File: src/rtl/seq_cmp_controller_pkg.sv
// seq_cmp_controller_pkg: shared state encoding and default operand width
package seq_cmp_controller_pkg;
   localparam int DEF_WIDTH = 32;
   typedef enum logic [1:0] {IDLE = 2'd0, RUN = 2'd1, FINISH = 2'd2} state_t;
endpackage

File: src/rtl/seq_cmp_controller_msb_shifter.sv
// seq_cmp_controller_msb_shifter: loadable left-shift register exposing its MSB
module seq_cmp_controller_msb_shifter
   import seq_cmp_controller_pkg::*;
#(
   parameter int WIDTH = DEF_WIDTH
) (
   input  logic             clk,
   input  logic             reset,
   input  logic             load,
   input  logic             shift,
   input  logic [WIDTH-1:0] d,
   output logic             msb
);
   logic [WIDTH-1:0] q;
   always_ff @(posedge clk or posedge reset)
      if (reset) q <= '0;
      else if (load) q <= d;
      else if (shift) q <= {q[WIDTH-2:0], 1'b0};
   assign msb = q[WIDTH-1];
endmodule

File: src/rtl/seq_cmp_controller.sv
// seq_cmp_controller: bit-serial MSB-first unsigned compare with start/done handshake
module seq_cmp_controller
   import seq_cmp_controller_pkg::*;
#(
   parameter int WIDTH      = DEF_WIDTH,
   parameter bit EARLY_EXIT = 1'b1
) (
   input  logic                       clk,
   input  logic                       reset,
   input  logic                       start,
   input  logic                       abort,
   input  logic [WIDTH-1:0]           a_in,
   input  logic [WIDTH-1:0]           b_in,
   output logic                       busy,
   output logic                       done,
   output logic                       gt,
   output logic                       eq,
   output logic                       lt,
   output logic [$clog2(WIDTH+1)-1:0] nbits
);
   localparam int CW = $clog2(WIDTH + 1);
   state_t state, state_n;
   logic [CW-1:0] cnt;
   logic bit_a, bit_b, load, kill, run, diff, last;
   seq_cmp_controller_msb_shifter #(.WIDTH(WIDTH)) u_a (
      .clk(clk), .reset(reset), .load(load), .shift(run), .d(a_in), .msb(bit_a)
   );
   seq_cmp_controller_msb_shifter #(.WIDTH(WIDTH)) u_b (
      .clk(clk), .reset(reset), .load(load), .shift(run), .d(b_in), .msb(bit_b)
   );
   always_comb begin
      load = state == IDLE && start && !abort;
      kill = state != IDLE && abort;
      run = state == RUN && !abort;
      diff = bit_a != bit_b;
      last = cnt == CW'(1);
      state_n = kill ? IDLE
              : load ? RUN
              : (run && (last || (EARLY_EXIT && diff))) ? FINISH
              : state == FINISH ? IDLE
              : state;
   end
   always_ff @(posedge clk or posedge reset)
      if (reset) state <= IDLE;
      else state <= state_n;
   // gt|lt doubles as the sticky "already decided" flag
   always_ff @(posedge clk or posedge reset)
      if (reset) begin
         cnt <= '0;
         nbits <= '0;
         {gt, eq, lt} <= '0;
      end else if (load) begin
         cnt <= CW'(WIDTH);
         nbits <= '0;
         {gt, eq, lt} <= '0;
      end else if (kill) begin
         {gt, eq, lt} <= '0;
      end else if (run) begin
         cnt <= cnt - CW'(1);
         nbits <= nbits + CW'(1);
         if (!gt && !lt && diff) {gt, lt} <= {bit_a, bit_b};
         if (last && !gt && !lt && !diff) eq <= 1'b1;
      end
   assign busy = state != IDLE;
   assign done = state == FINISH && !abort;
endmodule

File: config.mk
export PLATFORM = sky130hd
export DESIGN_NAME = seq_cmp_controller
export DESIGN_NICKNAME = d
export VERILOG_FILES = /design/src/rtl/seq_cmp_controller_pkg.sv /design/src/rtl/seq_cmp_controller_msb_shifter.sv /design/src/rtl/seq_cmp_controller.sv
export SDC_FILE = /design/constraint.sdc
export NUM_CORES = 1
export LEC_CHECK = 0
export BUFFER_PORTS_ARGS = -buffer_cell sky130_fd_sc_hd__buf_2
export CORE_ASPECT_RATIO = 1.4
export CORE_UTILIZATION = 54
export DETAILED_ROUTE_END_ITERATION = 10
export PLACE_DENSITY = 0.87
export SETUP_SLACK_MARGIN = 0.5
export SLEW_MARGIN = 20
export SYNTH_ARGS = -nofsm -noshare
export SYNTH_HDL_FRONTEND = slang
export SYNTH_HIERARCHICAL = 1
export SYNTH_SLANG_ARGS = --single-unit
File: constraint.sdc
create_clock -name clk -period 3.65 [get_ports clk]
set_input_delay 0.5475 -clock clk [delete_from_list [all_inputs] [get_ports clk]]
set_output_delay 0.5475 -clock clk [all_outputs]
set_load 0.05 [all_outputs]
==> metrics.md <==
| Metric | Value |
|---|---|
| Sequential share of power | 47.8% |
| Crit share post-route | 63.63% |
| Htree depth | 3 |
| Setup violations, final | 0 |
| Post-synth top area cell | dfrtp_1 |
| Die Ht | 102.8 um |
| Post-CTS setup buffer count | 0 |
| Final std cells w/o fill | 538 |
| Crit path kind | register to register |
| Fraction of layout cells with a size suffix above 1 | 24.83% |
| Most used DFF post-synth | dfrtp_1 |
| Slew @ Worst Pin | 0.6227 ns |
| CTS sink cnt | 81 |
| Worst EP required | 3.87 ns |
| Cts bufs inserted | 9 |
| Crit path time final | 2.323 ns |
| Max-Cap Viols | 0 |
| # nets final | 509 |
| Seq cells post-synth | 81 |
| Drt first-iter violations | 130 |
| Global route total overflow | 0 |
| Sequential element share of the synthesized area | 51.72% |
| Setup crit end kind | register |
| Post-DRT Antenna Nets | 0 |
| Reg-to-reg endpoint | u_b/q[0] |
| Clock-pin transition on the worst setup and hold timing paths | 0.08 ns |
| Vias | 2789 |
| Initial antenna violation count | 0 |
| TritonRoute pass-1 iters | 4 |
| Syn Inst Count | 367 |
| CP arrival | 2.54 ns |
| Yosys top cell area share | 51.72% |
| CTS tree | built |
| Rel. slew slack | 58.44% |
| Largest net degree at the start of global routing | 70 |
| Internal power | 2.130 mW |
| P per Cell Area | 710.6 mW/mm2 |
| Die width | 74.00 um |
| Fin Clk Skew | 0.008392 ns |
| CP Launch Type | register |
| Largest stage delay on the critical path | 0.78 ns |
| Sequential cell area | 0.002027 mm2 |
| Worst hold path class | primary input to async pin |
| RSZ-0062 raised after global routing | no |
| Maximum vdd drop | 0.0004267 V |
| Setup ws final | 1.327 ns |
| Clock Latency Late Sink | 0.35 ns |
| Slowest stage cell on the critical path | or4b_2 |
| Register-to-Register Path Depth | 5 |
| Hold_buf cts | 0 |
| Net Switching | 1.067 mW |
| Post-synth EDFFs | 0 |
| Vias in the first global route | 2638 |
| First-pass GRT wire length | 11940 um |
| Layout area overhead | 14.81% |
| Share of async-settable or async-resettable flops after synthesis | 100.0% |
| Dpl cells | 522 |
| Syn Nets | 438 |
| Die area | 0.007606 mm2 |
| GPL Wtd Cong | 0.7628 |
| Power share of the clock group | 22.6% |
| Post-CTS resize count | 0 |
| Fin. Hold Viols | 0 |
| Static Leakage | 1.985 nW |
| Longest Clk Path Bufs | 2 |
| Via density | 5.184 |
| Switching Share | 33.37% |
| IO Port Bufs | 78 |
| DRC | 0 |
| Synth top area cells | dfrtp_1 (52%), mux2i_1 (17%), nand2_1 (6.9%) |
| Reg2Reg Launch Point | state[1] |
| Initial Utilization | 56.13% |
| Status | finished, final reports clean |
| Core box area | 0.006982 mm2 |
| R2R setup slack | 1.33 ns |
| Row cnt | 36 |
| Synthesized area | 0.003919 mm2 |
| Combinational power share | 29.6% |
| Crit path max fanout | 69 |
| Clk root buf | clkbuf_8 |
| Crit-path cells | or4b_2 > inv_4 > buf_12 > nand2b_1 > o21ai_1 |
| Fillers | 575 |
| Mean post-synth cell area | 10.68 um2 |
| DR WL/cell | 13.28 um |
| Slew Limit Fails | 0 |
| Synth cell types | 35 |
| Highest Clock Rate | 430.6 MHz |
| Post-Route WL | 7146 um |
| Dpl hpwl | 4959 um |
| Overall Global Routing Usage | 20.98% |
| Diode count | 0 |
| Synth warn | 6 |
| Pre-CTS WS | 1.139 ns |
| Ports | 79 |
| Fin Setup TNS | 0 ns |
| Area of the multi-input gates | 0.001637 mm2 |
## final cells by class
class | count | area share [%]
sequential | 81 | 45.05
multi-input combinational | 254 | 36.37
timing repair buffer | 84 | 10.23
clock buffer | 14 | 3.615
tap | 95 | 2.642
clock inverter | 2 | 1.335
inverter | 8 | 0.7508
## power by group through the flow
stage          clock (mW)  sequential [mW]  combinational (mW)
2_1_floorplan           0             1.52               0.759
3_3_place_gp            0             1.52               0.914
3_5_place_dp            0             1.54               0.956
4_1_cts             0.742             1.53               0.961
5_1_grt             0.782             1.58                1.07
6_report            0.722             1.53               0.947
## per-stage QoR
stage / cell area (um2) / util [%] / power, mW / hold WS, ns
floorplan: 3919 / - / 2.284 / 0.4691
global route: 4499 / 64.44 / 3.432 / 0.3427
detailed placement: 4277 / 61.25 / 2.500 / 0.4813
finish: 4499 / 64.44 / 3.197 / 0.2956
CTS: 4499 / 64.44 / 3.233 / 0.2918
global placement: 4277 / 61.25 / 2.429 / 0.4718
## cells in the mapped netlist, drive strengths merged, types with 2 or more instances
library cell   n
nand2         72
o21ai         66
buf           24
nor4           2
nor3b          2
xnor2          3
nand3          2
ha             3
a211oi         2
dfrtp         81
a21oi          8
inv            8
nor4bb         2
nor2           6
mux2i         65
or3            4
o2bb2ai        3
nand2b         4
## routing by layer
| layer | vias to the layer above | track usage, % | share of wire (%) |
|---|---|---|---|
| met1 | 1311 | 26.83 | 44 |
| met4 | 0 | 9.911 | 1.9 |
| li1 | 1411 | - | - |
| met2 | 54 | 33.43 | 51 |
| met3 | 13 | 5.083 | 3.5 |
| met5 | - | 0 | 0 |
## cell usage in the layout (no fill, tap or decap), types with 11 or more instances in the layout
cell	netlist	final
mux2i_1	65	65
dfrtp_1	81	81
clkbuf_8	0	11
nand2_1	72	72
buf_2	15	78
o21ai_1	54	54
## logic make-up after synthesis
logic type	synth area share (%)
DFF	51.72
and+or+nand+nor	11.62
xor gates and xnor gates	0.8942
AOI/OAI and AO/OA	11.69
buffers and inverters	6.514
muxes	16.60
adders and majority gates	0.9580
## sequential cells by signal (all words and copies together), names as in the netlist
register / flops
nbits: 6
u_b/q: 32
lt: 1
eq: 1
gt: 1
u_a/q: 32
state: 2
cnt: 6
## worst max path at each step
stage | startpoint | to | slack [ns] | depth (start not counted)
2_1_floorplan | abort | done | 1.41 | 1
5_1_grt | state[1] | u_b/q[0] | 1.19 | 5
4_1_cts | state[1] | u_b/q[0] | 1.32 | 5
3_3_place_gp | abort | u_b/q[0] | 1.20 | 6
3_5_place_dp | abort | u_b/q[0] | 1.14 | 6
6_report | state[1] | u_b/q[0] | 1.33 | 5
## critical path, delay by kind of cell (launching register included)
kind                   cells  cell delay [ns]
flip-flops                 1             0.46
AO/OA/AOI/OAI              1             0.06
buffers and inverters      2             0.72
AND/OR/NAND/NOR            2             0.93
Power figures use the tool's default switching activity.
